===== config.mk =====
export PLATFORM = sky130hd
export DESIGN_NAME = tmds_decoder
export DESIGN_NICKNAME = d
export VERILOG_FILES = /design/src/rtl/tmds_pkg.sv /design/src/rtl/tmds_symbol_decode.sv /design/src/rtl/tmds_decoder.sv
export SDC_FILE = /design/constraint.sdc
export NUM_CORES = 1
export LEC_CHECK = 0
export BUFFER_PORTS_ARGS = -buffer_cell sky130_fd_sc_hd__buf_2
export CORE_MARGIN = 2
export CORE_UTILIZATION = 54
export DETAILED_ROUTE_END_ITERATION = 16
export PLACE_DENSITY = 0.8
export SETUP_SLACK_MARGIN = 0.15
export SLEW_MARGIN = 20
export SYNTH_ARGS = -nofsm -noshare
export SYNTH_HDL_FRONTEND = slang
export SYNTH_SLANG_ARGS = --single-unit

===== constraint.sdc =====
create_clock -name clk -period 2.4 [get_ports clk]
set_input_delay 0.12 -clock clk [delete_from_list [all_inputs] [get_ports clk]]
set_output_delay 0.12 -clock clk [all_outputs]
set_load 0.02 [all_outputs]

===== src/rtl/tmds_pkg.sv =====
// rtl/tmds_pkg.sv - TMDS symbol constants and alignment state shared by encoder and decoder
package tmds_pkg;

    localparam int SYM_W = 10;

    localparam logic [SYM_W-1:0] CTRL_TOKEN_0 = 10'h354;
    localparam logic [SYM_W-1:0] CTRL_TOKEN_1 = 10'h0AB;
    localparam logic [SYM_W-1:0] CTRL_TOKEN_2 = 10'h154;
    localparam logic [SYM_W-1:0] CTRL_TOKEN_3 = 10'h2AB;

    typedef enum logic [1:0] {
        SEARCH = 2'd0,
        SLIP   = 2'd1,
        LOCKED = 2'd2
    } state_t;

    function automatic logic [SYM_W-1:0] ctrl_token(input logic [1:0] c);
        case (c)
            2'b00:   return CTRL_TOKEN_0;
            2'b01:   return CTRL_TOKEN_1;
            2'b10:   return CTRL_TOKEN_2;
            default: return CTRL_TOKEN_3;
        endcase
    endfunction

endpackage


===== src/rtl/tmds_symbol_decode.sv =====
// rtl/tmds_symbol_decode.sv - combinational TMDS symbol classifier and data decoder
module tmds_symbol_decode
    import tmds_pkg::*;
(
    input  logic [SYM_W-1:0] symbol,
    output logic             is_ctrl,
    output logic [1:0]       ctrl,
    output logic [7:0]       data
);

    logic [7:0] q;

    always_comb begin
        is_ctrl = 1'b1;
        ctrl    = 2'b00;
        case (symbol)
            CTRL_TOKEN_0: ctrl = 2'b00;
            CTRL_TOKEN_1: ctrl = 2'b01;
            CTRL_TOKEN_2: ctrl = 2'b10;
            CTRL_TOKEN_3: ctrl = 2'b11;
            default:      is_ctrl = 1'b0;
        endcase
    end

    // bit 9 flags an inverted payload, bit 8 selects XOR vs XNOR chaining
    assign q = symbol[9] ? ~symbol[7:0] : symbol[7:0];

    always_comb begin
        data    = '0;
        data[0] = q[0];
        for (int i = 1; i < 8; i++) begin
            data[i] = symbol[8] ? (q[i] ^ q[i-1]) : ~(q[i] ^ q[i-1]);
        end
    end

endmodule


===== src/rtl/tmds_decoder.sv =====
// rtl/tmds_decoder.sv - TMDS channel decoder with control-token word alignment
module tmds_decoder
    import tmds_pkg::*;
#(
    parameter int CTRL_RUN       = 4,
    parameter int SEARCH_TIMEOUT = 2048,
    parameter int SLIP_WAIT      = 16,
    parameter int LINE_TIMEOUT   = 4096
) (
    input  logic             clk,
    input  logic             rst_n,
    input  logic [SYM_W-1:0] encoded,
    output logic [7:0]       dout,
    output logic [1:0]       ctrl,
    output logic             de,
    output logic             locked,
    output logic             bitslip
);

    localparam int MAX_AB  = (CTRL_RUN > SEARCH_TIMEOUT) ? CTRL_RUN : SEARCH_TIMEOUT;
    localparam int MAX_CD  = (SLIP_WAIT > LINE_TIMEOUT) ? SLIP_WAIT : LINE_TIMEOUT;
    localparam int CNT_MAX = (MAX_AB > MAX_CD) ? MAX_AB : MAX_CD;
    localparam int CW      = $clog2(CNT_MAX) + 1;

    localparam logic [CW-1:0] RUN_LAST    = CW'(CTRL_RUN - 1);
    localparam logic [CW-1:0] SEARCH_LAST = CW'(SEARCH_TIMEOUT - 1);
    localparam logic [CW-1:0] SLIP_LAST   = CW'(SLIP_WAIT - 1);
    localparam logic [CW-1:0] LINE_LAST   = CW'(LINE_TIMEOUT - 1);

    logic [SYM_W-1:0] s1;
    state_t           state;
    logic [CW-1:0]    run;
    logic [CW-1:0]    timer;
    logic [CW-1:0]    gap;

    logic             sym_is_ctrl;
    logic [1:0]       sym_ctrl;
    logic [7:0]       sym_data;

    tmds_symbol_decode u_decode (
        .symbol  (s1),
        .is_ctrl (sym_is_ctrl),
        .ctrl    (sym_ctrl),
        .data    (sym_data)
    );

    function automatic logic [CW-1:0] sat_inc(input logic [CW-1:0] v);
        return (v == {CW{1'b1}}) ? v : v + CW'(1);
    endfunction

    always_ff @(posedge clk or negedge rst_n) begin
        if (!rst_n) begin
            s1      <= '0;
            state   <= SEARCH;
            run     <= '0;
            timer   <= '0;
            gap     <= '0;
            dout    <= '0;
            ctrl    <= '0;
            de      <= 1'b0;
            locked  <= 1'b0;
            bitslip <= 1'b0;
        end else begin
            s1      <= encoded;
            bitslip <= 1'b0;
            locked  <= (state == LOCKED);
            de      <= ~sym_is_ctrl & (state == LOCKED);
            if (sym_is_ctrl) begin
                ctrl <= sym_ctrl;
                dout <= '0;
            end else begin
                dout <= sym_data;
            end

            case (state)
                SEARCH: begin
                    timer <= sat_inc(timer);
                    run   <= sym_is_ctrl ? sat_inc(run) : '0;
                    // a completed token run takes priority over a coincident timeout
                    if (sym_is_ctrl && run == RUN_LAST) begin
                        state <= LOCKED;
                        run   <= '0;
                        timer <= '0;
                        gap   <= '0;
                    end else if (timer == SEARCH_LAST) begin
                        state   <= SLIP;
                        bitslip <= 1'b1;
                        run     <= '0;
                        timer   <= '0;
                    end
                end
                SLIP: begin
                    if (timer == SLIP_LAST) begin
                        state <= SEARCH;
                        timer <= '0;
                        run   <= '0;
                    end else begin
                        timer <= sat_inc(timer);
                    end
                end
                LOCKED: begin
                    if (sym_is_ctrl) begin
                        gap <= '0;
                    end else if (gap == LINE_LAST) begin
                        state <= SEARCH;
                        gap   <= '0;
                        run   <= '0;
                        timer <= '0;
                    end else begin
                        gap <= sat_inc(gap);
                    end
                end
                default: state <= SEARCH;
            endcase
        end
    end

endmodule


Word level (Yosys, flattened, before mapping)
Index checks and enable logic that the tools add are counted.
{ "op_classes": {"addsub": 3, "multipliers": 0, "div_mod_pow": 0, "order_cmp": 0, "eq_ne": 20, "shift": 0, "mux": 38, "n_bitwise": 17, "reduce_logical": 9} }
{ "op_table": {"columns": ["op", "n"], "rows": [
  ["$mux 13", 15],
  ["$pmux 13 s3", 2],
  ["$add 13x1->13 const B", 3],
  ["$eq 13x13->1 const B", 3],
  ["$pmux 13 s2", 1],
  ["$eq 10x10->1 const B", 2],
  ["$mux 8", 2],
  ["$eq 13x11->1 const B", 1],
  ["$eq 13x12->1 const B", 1],
  ["$eq 13x2->1 const B", 1],
  ["$eq 13x4->1 const B", 1],
  ["$pmux 2 s3", 2],
  ["$mux 1", 11],
  ["$eq 10x8->1 const B", 1],
  ["$eq 10x9->1 const B", 1],
  ["$mux 2", 5],
  ["$not 1->1", 8],
  ["$not 8->8", 1],
  ["$xor 1x1->1", 7],
  ["$ne 2x2->1 const B", 3],
  ["$reduce_and 3->1", 2],
  ["$ne 5x5->1 const B", 1],
  ["$reduce_and 5->1", 1],
  ["$ne 4x4->1 const B", 1],
  ["other kinds (11)", 11]
]} }
{ "word_totals": {"reg_bits": 64, "latch_bits": 0, "ramBits": 0, "mem_bits_ro": 0, "input_bits": 12, "out_inout_bits": 13, "elab_cells": 97, "memories": 0} }

Depth between registers and ports, before layout
{ "logic_depth": {"ltp_word": 7, "mapped_depth": 10, "ltp_nobuf": 8} }

Hierarchy
Synthesis repeated with hierarchy kept, for this count alone.
{ "unflattened": {"cells_unflattened": 346, "hier_area_um2": 3469.6} }
{ "by_module_without_submodules": {"columns": ["module", "n_inst", "cells_per_inst", "area_each_um2", "seq_area_each_um2"], "rows": [
  ["tmds_decoder", 1, 311, 3193.1, 1601.5],
  ["tmds_symbol_decode", 1, 35, 276.5, 0.0]
]} }

Least setup slack after synthesis
OpenSTA, ideal clock, no wires.
{ "synth_path": {"path_type": "register to register", "start": "reg s1[5]", "end": "reg run[5]", "setup_time_ns": 0.104, "arrival_time_ns": 2.232, "required_time_ns": 2.296, "setup_slack_ns": 0.064, "stages_incl_launch_ff": 10, "n_path_buf": 3, "period_less_slack_ns": 2.336, "path_cell_list": "dfrtp_1 -> nand4bb_1 -> or4_1 -> buf_2 -> a2111o_1 -> buf_4 -> inv_4 -> nand2b_4 -> buf_6 -> o41ai_2"} }
{ "synth_between": {"elab_chain_len": 7, "elab_cells_between_ends": 14, "classes_between": "eq/ne (6); mux (5); reduce/logical (3)"} }
{ "synth_lines": {"columns": ["element", "line", "rtl"], "rows": [
  ["start: declaration", "tmds_decoder.sv:30", "logic [SYM_W-1:0] s1;"],
  ["start signal: assignment", "tmds_decoder.sv:64", "s1 <= encoded;"],
  ["$eq 10x10->1 (tied with other cells)", "tmds_symbol_decode.sv:16", "case (symbol)"],
  ["$reduce_or 4->1 (no line) *", null, null],
  ["$mux 1 *", "tmds_symbol_decode.sv:16", null],
  ["$mux 13", "tmds_decoder.sv:78", "run <= sym_is_ctrl ? sat_inc(run) : '0;"],
  ["$mux 13", "tmds_decoder.sv:85", "end else if (timer == SEARCH_LAST) begin"],
  ["$mux 13", "tmds_decoder.sv:80", "if (sym_is_ctrl && run == RUN_LAST) begin"],
  ["$pmux 13 s3", "tmds_decoder.sv:75", "case (state)"],
  ["end signal: assignment", "tmds_decoder.sv:78", null],
  ["end: declaration", "tmds_decoder.sv:32", "logic [CW-1:0] run;"]
]} }
Mark *: on every way between the ends. The rest lies on a longest branch, timed or not.
A chain may end at the register's enable or synchronous reset.

Final worst setup path
{ "layout_path": {"start": "reg gap[0]", "end": "reg timer[0]"} }
{ "layout_between": {"elab_chain_len": 3} }
{ "layout_lines": {"columns": ["element", "line", "rtl"], "rows": [
  ["start: declaration", "tmds_decoder.sv:34", "logic [CW-1:0] gap;"],
  ["start signal: assignment", "tmds_decoder.sv:110", "gap <= sat_inc(gap);"],
  ["$eq 13x12->1", "tmds_decoder.sv:104", "end else if (gap == LINE_LAST) begin"],
  ["$ne 2x1->1 (no line)", null, null],
  ["$reduce_and 3->1 (no line)", null, null],
  ["end signal: assignment", "tmds_decoder.sv:77", "timer <= sat_inc(timer);"],
  ["end signal: assignment", "tmds_decoder.sv:98", "timer <= sat_inc(timer);"],
  ["end: declaration", "tmds_decoder.sv:33", "logic [CW-1:0] timer;"]
]} }
Every way passes these cells.

==> results.yml <==
sta:
  timing.final.max_slew_violations: 0
  timing.final.crit_share_pct: 96.4
  setup-tns-final_ns: 0
  final.setup_skew_ns: 0.0170
  finalHoldViolCount: 0
  slew-limit-headroom_pct: 55.9
  worst_max_slew_pin_slew_ns: 0.661
  post-route-min-period_ns: 2.31
  fin_worst_hold_slack_ns: 0.313
  layout_setup_ws_ns: 0.0856
  fmaxAchievable_ghz: 0.432
  setup_repair_after_global_routing_missed_its_margin: "yes"
  timing.final.setup_violations: 0
setup_path:
  endpoint: "timer[0]$_DFFE_PN0P_"
  critical_path.reg2reg.startpoint: "gap[0]$_DFFE_PN0P_"
  worstSetupEndpointType: "flip-flop"
  setup.worst_path.start_class: "flip-flop"
  worst-r2r-cell-count: 8
  cp.required_ns: 2.64
  crit_type: "flip-flop to flip-flop"
  timing.reg2reg.setup_slack_ns: 0.09
  timing.critical_path.from: "gap[0]$_DFFE_PN0P_"
  critPathArrivalTime_ns: 2.55
  crit_fanout: 5
  worst_r2r_endpoint: "timer[0]$_DFFE_PN0P_"
synthesis:
  synth_seq_cells: 64
  async_reset_ff_share_pct: 100
  synthSimpleGateAreaFrac_pct: 23.6
  synth_top_family_by_area: "simple AND/OR/NAND/NOR gates"
  ys_warn_count: 0
  synth_fa_ha_area_share_pct: 2.60
  synth.lib_cells_used.distinct: 55
  syn_inst: 350
  synth_seq_area_share_pct: 47.6
  synth_enable_flop_cells: 0
  post_synth.cell_area_avg_um2: 9.61
  synth_top_flop_cell: "dfrtp_1"
  synth-xor-area-share_pct: 4.95
  synth.mux.area_fraction_pct: 0
  compound_cell_area_share_of_the_yosys_netlist_pct: 18.0
  syn-cell-area_um2: 3360
  syn_nets: 369
route:
  finalWirelength_um: 10600
  routed_via_count: 3330
  avgRoutedWirePerCell_um: 20.8
  drtIter0Drc: 382
  remaining_drc_errors: 0
  route.detailed.vias_per_inst: 6.54
  dr.pass1.iters: 5
  antenna_violating_nets_remaining: 0
clock_tree:
  cts-buffers-inserted: 9
  cts.clk_slew.worst_paths_ns: 0.09
  htreeDepth: 3
  cts-root-buf: "clkbuf_8"
  clk_latency_ns: 0.36
  clock-sinks: 64
  clk_path_buf_depth: 2
  cts_tree: "done"
floorplan:
  fp.coreArea_um2: 5960
  start_util_pct: 56.5
  io_pins: 25
  die_w_um: 82.9
  dieHeight_um: 82.9
  die-area_um2: 6880
  row_count: 28
placement:
  post_dp_cell_area_um2: 3720
  globalplace.congestion: 0.948
  detailedPlace.worstSlack_ns: 0.00576
  dpl.hpwl_um: 5570
  io_buffers: 24
power:
  sequentialPowerShare_pct: 52.1
  power.net_switching_w: 0.000611
  power.density_nw_per_um2: 491
  intPower_w: 0.00157
  power_switching_share_pct: 28.0
  ir_worst_vdd_uv: 379
  power_leakage_nw: 1.97
  p_clk_share_pct: 39.5
  p_comb_share_pct: 8.4
global_routing:
  grt_start_max_net_pins: 30
  first_global_vias: 3073
  grt_pass1_wl_um: 14900
  grt_antenna_before_repair: 0
  global_route.usage.total_pct: 26.9
  global_route.overflow_total: 0
finish:
  filler_cell_count: 379
  mostFrequentLayoutCell: "dfrtp_1"
  final_layout_size_suffix_gt1_share_pct: 32.0
  layout_common_cells: "60 x dfrtp_1, 40 x buf_4, 39 x nor2_1, 28 x nand2_1, 25 x buf_2"
  post-route-cell-area_um2: 4440
  fin_util_pct: 74.6
  antenna-diode-count: 0
  finish.net_count: 448
  layout_overhead_on_the_synthesized_area_pct: 32.1
status:
  run_status: "finished, final reports clean"
job:
  maxCapViolations: 0
worst_hold_path:
  min_path_type: "input pin to async pin"
logic make-up after synthesis:
kind of cell,after synthesis
adders and majority gates,7
and+or+nand+nor,151
AOI/OAI and AO/OA,85
DFF,64
xor gates and xnor gates,19
buffers and inverters,24
area by class of cell:
class / count / area [µm²] / share of cell area, %
Inverter: 9 / 36.3 / 0.817
Tap cell: 75 / 93.8 / 2.11
Clock inverter: 7 / 55.1 / 1.24
Timing Repair Buffer: 82 / 603 / 13.6
Clock buffer: 9 / 124 / 2.79
Sequential cell: 64 / 1610 / 36.2
Multi-Input combinational cell: 263 / 1920 / 43.3
synth_stat cells (7+ instances only):
cell	count	area, µm²
nor4_1	8	50.1
nand2_1	30	113
xnor2_1	13	114
nor3_1	7	35.0
inv_1	8	30.0
ha_1	7	87.6
and3_1	7	43.8
nor2_1	40	150
nand4_1	7	43.8
o21ai_0	27	135
nand3_1	17	85.1
a21oi_1	15	75.1
dfrtp_1	64	1600
clkbuf_1	8	30.0
a22o_1	7	61.3
per-stage QoR:
| stage | power [W] | cells |
|---|---|---|
| 6_report | 0.00218 | 509 |
| 3_3_place_gp | 0.00129 | 462 |
| 2_1_floorplan | 0.00122 | 350 |
| 5_1_grt | 0.00225 | 509 |
| 4_1_cts | 0.00215 | 497 |
| 3_5_place_dp | 0.00129 | 462 |
power groups by stage:
stage | combinational, W | clock [W] | sequential [W]
global placement | 0.000137 | 0 | 0.00115
detailed placement | 0.000141 | 0 | 0.00115
CTS | 0.000164 | 0.000854 | 0.00113
floorplan | 0.0000447 | 0 | 0.00118
global route | 0.000195 | 0.000917 | 0.00114
finish | 0.000183 | 0.000861 | 0.00114
critical path: stages, from the launching register on:
cell and delay [ns]:
dfrtp_1 0.38, ha_2 0.20, nand4_1 0.14, or4_4 0.47, o31ai_4 0.32, nor2b_4 0.23, buf_6 0.13, o21ai_1 0.08
a22o_1 0.25
routing by layer:
metal	share of wire, %	wire [µm]	vias up	global-route usage [%]
met4	4.5	478	0	13.1
met2	50	5320	220	44.9
met5	0	0	-	0
met1	37	3930	1616	33.5
met3	8.2	869	51	5.17
li1	-	-	1443	-
registers in the layout, indices dropped and copies added, names as in the netlist:
register and flops:
timer 13, ctrl 2, gap 13, s1 10, run 13, dout 8
locked 1, de 1, bitslip 1, state 2
how the worst min path moves through the flow:
stage	start	end	slack (ns)
3_3_place_gp	rst_n	s1[0]$_DFF_PN0_	0.19
5_1_grt	rst_n	s1[7]$_DFF_PN0_	0.39
6_report	rst_n	s1[3]$_DFF_PN0_	0.31
4_1_cts	rst_n	s1[3]$_DFF_PN0_	0.33
2_1_floorplan	rst_n	bitslip$_DFF_PN0_	-0.18
3_5_place_dp	rst_n	s1[3]$_DFF_PN0_	0.18
timing repair:
action                                  CTS  global route
hold buffers                             11             0
gates resized for setup                  22            49
endpoints found under the setup margin   31            39
cloned                                    1             1
pin swaps                                 7            14
setup buffers                             7            11
endpoints found under the hold margin    37             0
(Power assumes the default switching activity.)
